File: src/rtl/order_content_access_ctrl.sv
// order_content_access_ctrl
// Single-port owner of the 4096x200 order-content RAM. Arbitrates order writes
// against order-ID lookups, hides the one-cycle RAM read latency behind a
// short valid pipe, and returns read data in order through a credit-guarded
// response buffer with backpressure.
module order_content_access_ctrl #(
  parameter int ADDR_W       = 12,
  parameter int DATA_W       = 200,
  parameter int TAG_W        = 8,
  parameter int RSP_DEPTH    = 4,
  parameter int MAX_WR_BURST = 4
) (
  input  logic              axis_aclk,
  input  logic              axis_resetn,
  input  logic              wr_req_valid,
  output logic              wr_req_ready,
  input  logic [ADDR_W-1:0] wr_req_addr,
  input  logic [DATA_W-1:0] wr_req_data,
  input  logic              rd_req_valid,
  output logic              rd_req_ready,
  input  logic [ADDR_W-1:0] rd_req_addr,
  input  logic [TAG_W-1:0]  rd_req_tag,
  output logic              rd_rsp_valid,
  input  logic              rd_rsp_ready,
  output logic [DATA_W-1:0] rd_rsp_data,
  output logic [TAG_W-1:0]  rd_rsp_tag,
  output logic [ADDR_W-1:0] rd_rsp_addr,
  output logic [ADDR_W-1:0] ram_addr,
  output logic [DATA_W-1:0] ram_din,
  output logic              ram_we,
  input  logic [DATA_W-1:0] ram_dout,
  output logic [31:0]       rd_cnt,
  output logic [31:0]       wr_cnt
);

  localparam int PTR_W  = $clog2(RSP_DEPTH);
  localparam int CNT_W  = PTR_W + 1;
  localparam int BST_W  = $clog2(MAX_WR_BURST + 1);
  // Stage 0: address presented to RAM; stage 1: RAM data valid on ram_dout.
  localparam int STAGES = 1;

  localparam logic [CNT_W:0]   DEPTH_C = RSP_DEPTH[CNT_W:0];
  localparam logic [BST_W-1:0] BURST_C = MAX_WR_BURST[BST_W-1:0];

  typedef struct packed {
    logic [ADDR_W-1:0] addr;
    logic [TAG_W-1:0]  tag;
  } rd_ctx_t;

  typedef struct packed {
    logic [DATA_W-1:0] data;
    logic [TAG_W-1:0]  tag;
    logic [ADDR_W-1:0] addr;
  } rsp_t;

  logic [1:0]               rst_sync;
  logic                     rst_n;
  logic [STAGES:0]          vld_pipe;
  rd_ctx_t [STAGES:0]       ctx_pipe;
  rsp_t                     buf_mem [RSP_DEPTH];
  rsp_t                     head;
  logic [PTR_W-1:0]         wr_ptr, rd_ptr;
  logic [CNT_W-1:0]         occ;
  logic [CNT_W:0]           credits;
  logic [BST_W-1:0]         burst_cnt;
  logic                     read_priority, read_grantable;
  logic                     wr_gnt, rd_gnt, push, pop;

  // Reset: asserts immediately, releases two clocks after axis_resetn rises.
  always_ff @(posedge axis_aclk or negedge axis_resetn) begin
    if (!axis_resetn) rst_sync <= '0;
    else              rst_sync <= {rst_sync[0], 1'b1};
  end
  assign rst_n = rst_sync[1];

  // Credits count every read that will eventually need a buffer slot.
  always_comb begin
    credits = {1'b0, occ}
            + {{CNT_W{1'b0}}, vld_pipe[0]}
            + {{CNT_W{1'b0}}, vld_pipe[1]};
  end

  // Arbitration: writes win unless a starved read has earned priority.
  // Readies are held low while the internal reset is still asserted.
  assign read_grantable = rst_n && (credits < DEPTH_C);
  assign read_priority  = (burst_cnt == BURST_C);
  assign wr_req_ready   = rst_n && (!read_priority || !read_grantable);
  assign rd_req_ready   = read_grantable && (read_priority || !wr_req_valid);
  assign wr_gnt         = wr_req_valid && wr_req_ready;
  assign rd_gnt         = rd_req_valid && rd_req_ready;

  // Write-burst counter: tracks how long a waiting read has been starved.
  always_ff @(posedge axis_aclk or negedge rst_n) begin
    if (!rst_n)                         burst_cnt <= '0;
    else if (rd_gnt || !rd_req_valid)   burst_cnt <= '0;
    else if (wr_gnt && !read_priority)  burst_cnt <= burst_cnt + 1'b1;
  end

  // RAM port register: captures the single granted request, idles otherwise.
  always_ff @(posedge axis_aclk or negedge rst_n) begin
    if (!rst_n) begin
      ram_addr <= '0;
      ram_din  <= '0;
      ram_we   <= 1'b0;
    end else if (wr_gnt) begin
      ram_addr <= wr_req_addr;
      ram_din  <= wr_req_data;
      ram_we   <= 1'b1;
    end else if (rd_gnt) begin
      ram_addr <= rd_req_addr;
      ram_we   <= 1'b0;
    end else begin
      ram_we   <= 1'b0;
    end
  end

  // Read pipe: tag/addr ride alongside the RAM access until data returns.
  always_ff @(posedge axis_aclk or negedge rst_n) begin
    if (!rst_n) begin
      vld_pipe <= '0;
      ctx_pipe <= '0;
    end else begin
      vld_pipe <= {vld_pipe[STAGES-1:0], rd_gnt};
      ctx_pipe[STAGES:1] <= ctx_pipe[STAGES-1:0];
      if (rd_gnt) ctx_pipe[0] <= '{addr: rd_req_addr, tag: rd_req_tag};
    end
  end

  assign push = vld_pipe[STAGES];
  assign pop  = rd_rsp_valid && rd_rsp_ready;

  // Response storage: payload only, validity is tracked by the pointers.
  always_ff @(posedge axis_aclk) begin
    if (push)
      buf_mem[wr_ptr] <= '{data: ram_dout,
                           tag:  ctx_pipe[STAGES].tag,
                           addr: ctx_pipe[STAGES].addr};
  end

  // Circular buffer pointers and occupancy; push and pop may share an edge.
  always_ff @(posedge axis_aclk or negedge rst_n) begin
    if (!rst_n) begin
      wr_ptr <= '0;
      rd_ptr <= '0;
      occ    <= '0;
    end else begin
      if (push) wr_ptr <= wr_ptr + 1'b1;
      if (pop)  rd_ptr <= rd_ptr + 1'b1;
      case ({push, pop})
        2'b10:   occ <= occ + 1'b1;
        2'b01:   occ <= occ - 1'b1;
        default: occ <= occ;
      endcase
    end
  end

  assign head         = buf_mem[rd_ptr];
  assign rd_rsp_valid = (occ != '0);
  assign rd_rsp_data  = head.data;
  assign rd_rsp_tag   = head.tag;
  assign rd_rsp_addr  = head.addr;

  // Handshake counters, free-running with natural wrap.
  always_ff @(posedge axis_aclk or negedge rst_n) begin
    if (!rst_n) begin
      rd_cnt <= '0;
      wr_cnt <= '0;
    end else begin
      if (rd_gnt) rd_cnt <= rd_cnt + 32'd1;
      if (wr_gnt) wr_cnt <= wr_cnt + 32'd1;
    end
  end

endmodule
File: config.mk
export PLATFORM = sky130hd
export DESIGN_NAME = order_content_access_ctrl
export DESIGN_NICKNAME = d
export VERILOG_FILES = /design/src/rtl/order_content_access_ctrl.sv
export SDC_FILE = /design/constraint.sdc
export NUM_CORES = 1
export LEC_CHECK = 0
export CAP_MARGIN = 15
export CORE_AREA = 2 2 369 371
export CTS_CLUSTER_SIZE = 30
export DETAILED_ROUTE_END_ITERATION = 16
export DIE_AREA = 0 0 371 373
export PLACE_DENSITY = 0.55
export SETUP_SLACK_MARGIN = 0.05
export SYNTH_ARGS = -nofsm -noshare
export SYNTH_HDL_FRONTEND = slang
export SYNTH_SLANG_ARGS = --single-unit
File: constraint.sdc
create_clock -name axis_aclk -period 12.8 [get_ports axis_aclk]
set_input_delay 3.2 -clock axis_aclk [delete_from_list [all_inputs] [get_ports axis_aclk]]
set_output_delay 3.2 -clock axis_aclk [all_outputs]
set_load 0.05 [all_outputs]
After elaboration in Yosys (flattened, before gate mapping):

Memory sizes are Yosys's and may differ from the RTL's.
Cells that the tools add are included.

* memory bits (writable): 880
* logic and storage cells: 55
* bits in read-only memories: 0
* latch bits: 0
* input bits: 437
* output and inout bits: 500
* memories: 1
* bits in registers: 331

Memories
* buf_mem: depth 4, bits a word 220, rd ports 1, clocked after Yosys merged registers in 0, write ports 1, line 60 `rsp_t buf_mem [RSP_DEPTH];`

* shift-type cells: 0
* divide/modulo/power cells: 0
* reduce and logical (&&, ||, !) cells: 18
* bitwise logic cells: 0
* eq/ne operators: 3
* $add $sub $neg: 9
* mux-type cells: 8
* multipliers: 0
* magnitude comparators: 1

Operators with widths (number)
* $add A32 B1 Y32 const B: 2
* $mux W12: 2
* $logic_and A1 B1 Y1: 7
* $add A3 B1 Y3 const B: 2
* $mux W3: 2
* $pmux W3 S2: 1
* $reduce_bool A2 Y1: 3
* $add A2 B1 Y2 const B: 2
* $add A3 B1 Y4: 1
* $add A4 B1 Y4: 1
* $logic_not A1 Y1: 4
* $lt A4 B3 Y1 const B: 1
* $eq A3 B3 Y1 const B: 1
* $logic_or A1 B1 Y1: 3
* $mux W1: 3
* $reduce_bool A3 Y1: 1
* $sub A3 B1 Y3 const B: 1
* $eq A2 B1 Y1 const B: 1
* $eq A2 B2 Y1 const B: 1

Longest topological paths before layout:

Gate-level depths: netlist of the first run.

* depth in word-level cells: 11
* gate-level depth with buffers: 10
* depth with buffers taken out: 9

Worst setup path after synthesis of the first run:

OpenSTA, ideal clock, no wires.

* path kind: flip-flop to output port
* start: register rst_sync[1]
* end: output rd_req_ready
* path buffers: 0
* setup slack: 0.717 ns
* data arrival time: 8.883 ns
* data required time: 9.600 ns
* stages on the path, launching flop included: 2
* cell sequence: dfrtp_1 o2111a_4

* word-level cells in the longest chain between the ends: 2

RTL lines
* from (decl): line 56 `logic [1:0] rst_sync;`
* from (signal assigned): line 72 `else rst_sync <= {rst_sync[0], 1'b1};`
* $logic_and A1 B1 Y1: line 85 `assign read_grantable = rst_n && (credits < DEPTH_C);`
* $logic_and A1 B1 Y1: line 88 `assign rd_req_ready = read_grantable && (read_priority || !wr_req_valid);`
* to (decl): line 20 `output logic rd_req_ready,`

No other way between the ends.

Worst setup path after layout of the first run:

* start: input wr_req_valid
* end: output rd_req_ready

* word-level cells in the longest chain between the ends: 3

RTL lines
* from (decl): line 15 `input logic wr_req_valid,`
* $logic_not A1 Y1: line 88
* $logic_or A1 B1 Y1: line 88
* $logic_and A1 B1 Y1: line 88

No other way between the ends.

==> impl_metrics.toml, run 1 <==
[detailed_routing]
wl_per_cell_um = 25.40
detail_route.iter0.violations = 1516
detail_route.drc_violations = 0
firstDrtPassIters = 5
vias_per_cell = 4.743
detail-route-antenna-nets = 0
wl_um = 136800
route.vias.total = 25543

[power]
power.total_w = 0.01335
cellLeakagePower_nw = 22.23
max-vdd-ir-drop_v = 0.0001568
pwr_density_cell_nw_per_um2 = 220.7

[cells_and_area]
finalInstanceArea_um2 = 60520
final_net_count = 3935
final_layout_size_suffix_gt1_share_pct = 12.80
area.growth.synth_to_final_pct = 35.49

[setup_path]
crit_type = "in -> out"
maximum_fanout_count_along_the_critical_path = 5
crit_path_end_kind = "output pin"
cpPeakStageDelay_ns = 0.84
data_arrival_time_of_the_worst_path_ns = 4.94
crit_buf_inv = 2
timing.critical_path.slowest_stage_cell = "sky130_fd_sc_hd__clkdlybuf4s50_1"
cp_data_required_time_ns = 9.60
path_common_cell = "sky130_fd_sc_hd__clkdlybuf4s50_1"
cp-start-kind = "primary input"
worstPathCellList = "clkdlybuf4s50_1 > a21bo_2 > o2111a_4 > clkdlybuf4s50_1"
crit_family = "buffers and inverters"

[logic_synthesis]
synth.avg_cell_area_um2 = 17.94
postSynthCellCount = 2490
synth_largest_area_cell = "sky130_fd_sc_hd__edfxtp_1"
postSynth.topFlopCell = "sky130_fd_sc_hd__edfxtp_1"
synthTopCellsByArea = "sky130_fd_sc_hd__edfxtp_1 59%, sky130_fd_sc_hd__dfrtp_1 19%, sky130_fd_sc_hd__mux4_2 11%, sky130_fd_sc_hd__nand2_1 5.9%, sky130_fd_sc_hd__xnor2_1 0.75%"
count_of_flip_flops_with_a_built_in_enable_after_synthesis = 880
synth_top_area_share_pct = 59.16
synth_area_um2 = 44660
yosys.cell_types.count = 48
synth.yosys.warnings = 0
synth-seq-cells = 1211
synth_async_sr_flop_share_pct = 27.33
synth-seq-area-share_pct = 77.71
synth_nets = 2938

[die]
floorplan.io_pins = 937
fp.dieH_um = 373
rows = 135
floorplan.die_area_um2 = 138400
die-width_um = 371
core_um2 = 134600
floorplan.initialDensity_pct = 33.18

[placed_design]
placement.io_buffers = 936
placed_area_um2 = 56020
place_congestion = 0.9357
dp_hpwl_um = 93300

[timing]
achievable-frequency_mhz = 122.9
rsz0062_at_grt = "no"
timing.final.crit_period_ns = 8.136
setup_violations = 0
slew_violations = 0
final_hold_viol_count = 0
worst_clock_skew_ns = 0.04977
period_share_pct = 63.57
timing_worst_slew_pin_value_ns = 1.020
totalNegativeSetupSlack_ns = 0
slew_headroom_pct = 32.01

[clocking]
clk-insertion-delay-late_ns = 0.75
clock_tree_buffer_depth = 3
postCtsResizedCells = 0
clk_transition_reported_paths_ns = 0.06
tritoncts_clock_tree = "yes"
post_cts_hold_buffer_count = 0
h_tree_level_count = 4
tritoncts_num_sinks = 1211
cts_buffer_count = 139
post-cts-setup-buffers = 0
library_cell_used_as_clock_root_buffer = "sky130_fd_sc_hd__clkbuf_16"

[grt]
groute.usage.overall_pct = 19.54
globalRoute.totalOverflow = 0
grt_pass1_vias = 26405
grt_max_degree = 133
antenna_found_initial = 49
wire_length_of_the_first_global_routing_pass_um = 194100

[flow_run]
max_cap_violations = 0

[hold_path]
hold_path_class = "reg -> async"

[status]
run_status = "complete, no violations"
-- cells in the mapped netlist, types with 9 or more instances --
library cell               number
sky130_fd_sc_hd__ha_1          10
sky130_fd_sc_hd__a31oi_1       12
sky130_fd_sc_hd__buf_4         13
sky130_fd_sc_hd__xor2_1        32
sky130_fd_sc_hd__dfrtp_1      331
sky130_fd_sc_hd__nor2_1        32
sky130_fd_sc_hd__edfxtp_1     880
sky130_fd_sc_hd__buf_2         62
sky130_fd_sc_hd__nand4_1       18
sky130_fd_sc_hd__nand3_1       19
sky130_fd_sc_hd__nor3_1        16
sky130_fd_sc_hd__inv_1         16
sky130_fd_sc_hd__nand2_1      706
sky130_fd_sc_hd__xnor2_1       38
sky130_fd_sc_hd__clkbuf_1      22
sky130_fd_sc_hd__mux4_2       220
sky130_fd_sc_hd__and2_1         9
-- final cells by class --
cell class	instances	area, um2
Multi-Input combinational cell	1157	9365
Antenna cell	18	45.04
Tap cell	1781	2228
Timing Repair Buffer	960	9637
Sequential cell	1211	34720
Clock buffer	180	3716
Clock inverter	60	733.2
Inverter	18	72.57
Fill cell	11815	74110
-- stage by stage --
stage / hold WS [ns] / util [%] / cells / setup WS (ns)
after floorplan: 0.3312 / - / 2490 / 0.7174
after global placement: 0.1990 / 41.61 / 5127 / 4.689
after detailed placement: 0.2014 / 41.61 / 5127 / 4.675
after CTS: 0.2113 / 44.92 / 5367 / 4.665
after global routing: 0.2032 / 44.95 / 5382 / 4.641
final: 0.2002 / 44.95 / 5385 / 4.664
-- layer usage --
metal	global-route usage, %	share of wire [%]
met4	7.417	3.4
met1	21.99	37
met3	8.468	9.9
met2	32.62	50
met5	0	0.082
-- cells in the final DEF, fill, tap and decap left out, types with 10 or more instances in the layout --
cell type / instances
sky130_fd_sc_hd__clkdlybuf4s50_1: 936
sky130_fd_sc_hd__edfxtp_1: 880
sky130_fd_sc_hd__nand2_1: 706
sky130_fd_sc_hd__dfrtp_1: 328
sky130_fd_sc_hd__mux4_2: 220
sky130_fd_sc_hd__clkbuf_16: 142
sky130_fd_sc_hd__xnor2_1: 38
sky130_fd_sc_hd__clkbuf_1: 36
sky130_fd_sc_hd__xor2_1: 32
sky130_fd_sc_hd__nor2_1: 32
sky130_fd_sc_hd__clkinv_1: 20
sky130_fd_sc_hd__nand3_1: 19
sky130_fd_sc_hd__diode_2: 18
sky130_fd_sc_hd__nand4_1: 18
sky130_fd_sc_hd__buf_4: 17
sky130_fd_sc_hd__inv_1: 16
sky130_fd_sc_hd__nor3_1: 16
sky130_fd_sc_hd__clkinv_2: 16
sky130_fd_sc_hd__bufinv_16: 13
sky130_fd_sc_hd__a31oi_1: 12
sky130_fd_sc_hd__ha_1: 10
-- power breakdown --
| group | leakage [nW] | internal, W | switching [W] |
|---|---|---|---|
| combinational | 7.99 | 0.00165 | 0.00297 |
| clock | 2.16 | 0.00231 | 0.00159 |
| sequential | 12.1 | 0.00458 | 0.000251 |
-- cells by family after synthesis --
group / count (synthesis) / share of synthesized area (%)
DFF: 1211 / 77.71
muxes: 221 / 11.12
buffers and inverters: 122 / 1.345
other: 1 / 0.008396
AOI/OAI and AO/OA: 23 / 0.4034
adders and majority gates: 11 / 0.3250
and+or+nand+nor: 831 / 7.721
xor gates and xnor gates: 70 / 1.373
-- path summary, 6_finish.rpt --
check / cells after the start / to / from / slack (ns)
setup / recovery: 4 / rd_req_ready / wr_req_valid / 4.66
hold / removal: 0 / rd_cnt[22]$_DFFE_PN0P_ / rst_sync[1]$_DFF_PN0_ / 0.20
setup reg to reg: 8 / ram_addr[6]$_DFFE_PN0P_ / vld_pipe[1]$_DFF_PN0_ / 8.47
hold reg to reg: 0 / rd_cnt[22]$_DFFE_PN0P_ / rst_sync[1]$_DFF_PN0_ / 0.20
max in group asynchronous: 3 / wr_cnt[13]$_DFFE_PN0N_ / rst_sync[1]$_DFF_PN0_ / 9.80
min in group axis_aclk: 0 / rst_sync[1]$_DFF_PN0_ / rst_sync[0]$_DFF_PN0_ / 0.36
-- registers in the layout (all words and copies together) (netlist names) --
register,count
wr_cnt,32
occ,3
rd_cnt,32
buf_mem,880
ctx_pipe,40
rst_sync,2
rd_ptr,2
wr_ptr,2
burst_cnt,3
vld_pipe,2
ram_din,200
ram_addr,12
ram_we,1
-- worst reg2reg max path, stage by stage (launching register included) --
cell,delay (ns)
sky130_fd_sc_hd__dfrtp_1,0.49
sky130_fd_sc_hd__ha_1,0.38
sky130_fd_sc_hd__a21oi_4,0.24
sky130_fd_sc_hd__nor3b_4,0.10
sky130_fd_sc_hd__nor2_4,0.48
sky130_fd_sc_hd__buf_4,0.75
sky130_fd_sc_hd__buf_4,0.88
sky130_fd_sc_hd__buf_4,0.71
sky130_fd_sc_hd__a31oi_1,0.19
No activity file was read; power rests on OpenSTA's default activity.
==> inputs of run 2 (changes only) <==
--- a/config.mk
+++ b/config.mk
@@ -10,7 +10,7 @@
 export CTS_CLUSTER_SIZE = 30
 export DETAILED_ROUTE_END_ITERATION = 16
 export DIE_AREA = 0 0 371 373
-export PLACE_DENSITY = 0.55
+export PLACE_DENSITY = 0.57
 export SETUP_SLACK_MARGIN = 0.05
 export SYNTH_ARGS = -nofsm -noshare
 export SYNTH_HDL_FRONTEND = slang
==> constraint.sdc (replaced) <==
create_clock -name axis_aclk -period 6.6 [get_ports axis_aclk]
set_input_delay 1.65 -clock axis_aclk [delete_from_list [all_inputs] [get_ports axis_aclk]]
set_output_delay 1.65 -clock axis_aclk [all_outputs]
set_load 0.05 [all_outputs]
==> run 2 against run 1 <==
  * Global-route usage grew 0.16 points
  * Sequential power rose by 94%
  * Sequential cell count unchanged
==> impl_metrics.toml, run 2 (synthesis gave the netlist of run 1 again) <==
[status]
run_status = "complete, no violations"

[cells_and_area]
top_library_cells_by_usage_in_the_layout_fill_and_taps_aside = "936 x sky130_fd_sc_hd__clkdlybuf4s50_1, 880 x sky130_fd_sc_hd__edfxtp_1, 706 x sky130_fd_sc_hd__nand2_1"
largest_register = "buf_mem"
final_net_count = 3941
top_regs = "buf_mem (880), ram_din (200), ctx_pipe (40)"
finalInstanceArea_um2 = 60680
multiInputGateArea_um2 = 9365
max_reg_flops = 880
final_layout_size_suffix_gt1_share_pct = 13.27
num-fill-cells = 11777
area.growth.synth_to_final_pct = 35.86
sequential_cell_area_um2 = 34720
layout.cells.most_common = "sky130_fd_sc_hd__clkdlybuf4s50_1"

[die]
fp.dieH_um = 373
floorplan.io_pins = 937
floorplan.initialDensity_pct = 33.18
floorplan.die_area_um2 = 138400
die-width_um = 371
core_um2 = 134600
rows = 135

[setup_path]
rrSetupSlack_ns = 2.57
cp-startpoint = "rd_ptr[0]$_DFFE_PN0N_"
data_arrival_time_of_the_worst_path_ns = 3.51
cp-start-kind = "flop"
r2r_start = "rst_sync[1]$_DFF_PN0_"
cpPeakStageDelay_ns = 0.93
ff2ff_path_depth = 8
timing.rr.end = "ram_din[57]$_DFFE_PN0N_"
timing.critical_path.slowest_stage_cell = "sky130_fd_sc_hd__dfrtp_4"
worstPathCellList = "buf_4 > mux4_2 > clkdlybuf4s50_1"
crit_family = "buffers and inverters"
crit_path_end_kind = "output pin"
maximum_fanout_count_along_the_critical_path = 33
crit_type = "reg -> out"
cp_data_required_time_ns = 4.95
crit_buf_inv = 2

[detailed_routing]
route.vias.total = 25616
wl_per_cell_um = 25.45
firstDrtPassIters = 4
wl_um = 137400
detail_route.drc_violations = 0
vias_per_cell = 4.745
detail-route-antenna-nets = 0
detail_route.iter0.violations = 1561

[timing]
setup_violations = 0
slew_violations = 0
timing_worst_slew_pin_value_ns = 1.337
period_share_pct = 78.19
holdWs_ns = 0.3412
rsz0062_at_grt = "no"
final_hold_viol_count = 0
achievable-frequency_mhz = 193.8
totalNegativeSetupSlack_ns = 0
worst_clock_skew_ns = 0.04284
timing.final.crit_period_ns = 5.160
slew_headroom_pct = 10.85

[grt]
globalRoute.totalOverflow = 0
antenna_found_initial = 64
wire_length_of_the_first_global_routing_pass_um = 195800
grt_pass1_vias = 26666
grt_max_degree = 199
groute.usage.overall_pct = 19.70

[clocking]
clk-insertion-delay-late_ns = 0.76
cts_buffer_count = 135
tritoncts_num_sinks = 1211
post-cts-setup-buffers = 0
clock_tree_buffer_depth = 3
post_cts_hold_buffer_count = 0
clk_transition_reported_paths_ns = 0.06
h_tree_level_count = 4
postCtsResizedCells = 0
tritoncts_clock_tree = "yes"
library_cell_used_as_clock_root_buffer = "sky130_fd_sc_hd__clkbuf_16"

[flow_run]
max_cap_violations = 0

[placed_design]
place_congestion = 0.9612
dp_hpwl_um = 95370
placed_area_um2 = 56200
placement.io_buffers = 936

[power]
pwr_density_cell_nw_per_um2 = 426.0
cellLeakagePower_nw = 22.30
max-vdd-ir-drop_v = 0.0002627

[hold_path]
hold_path_class = "reg -> async"
-- run 2: worst max-delay path by stage --
stage	depth (start not counted)	slack, ns	to
finish	3	1.44	rd_rsp_data[59]
global route	3	1.20	rd_rsp_data[59]
CTS	3	1.25	rd_rsp_data[59]
detailed placement	4	1.58	rd_req_ready
global placement	4	1.56	rd_req_ready
floorplan	3	0.38	buf_mem[0][0]$_DFFE_PP_
-- run 2: report_power, final --
| part | total [W] | leakage (nW) | switching [W] | internal, W |
|---|---|---|---|---|
| logic | 0.00904 | 8.07 | 0.00578 | 0.00326 |
| registers | 0.00935 | 12.1 | 0.000469 | 0.00888 |
| clock network | 0.00746 | 2.15 | 0.00314 | 0.00432 |
-- run 2: area by class of cell --
cell class,instances,area share (%)
clock buffers,172,5.963
clock inverters,67,1.334
multi-input cells,1157,15.43
inverters,18,0.1196
diodes,22,0.09073
well taps,1781,3.672
repair buffers,970,16.17
flip-flops and latches,1211,57.22
-- run 2: layer usage --
metal | part of all wire [%] | vias to the layer above | global-route usage [%] | wire [um]
met5 | 0.095 | - | 0 | 131
met4 | 3.6 | 22 | 7.631 | 4885
met3 | 10 | 257 | 8.713 | 13710
met2 | 50 | 901 | 33.01 | 68600
met1 | 36 | 13169 | 21.88 | 50050
li1 | - | 11267 | - | -
-- run 2: per-stage QoR --
| step | cells | total power (W) | util, % | worst slack (ns) |
|---|---|---|---|---|
| after floorplan | 2490 | 0.01540 | - | 0.3755 |
| after global placement | 5137 | 0.01866 | 41.74 | 1.555 |
| after detailed placement | 5137 | 0.01868 | 41.74 | 1.575 |
| after CTS | 5376 | 0.02624 | 45.03 | 1.251 |
| after global routing | 5396 | 0.02686 | 45.07 | 1.199 |
| final | 5398 | 0.02585 | 45.07 | 1.440 |
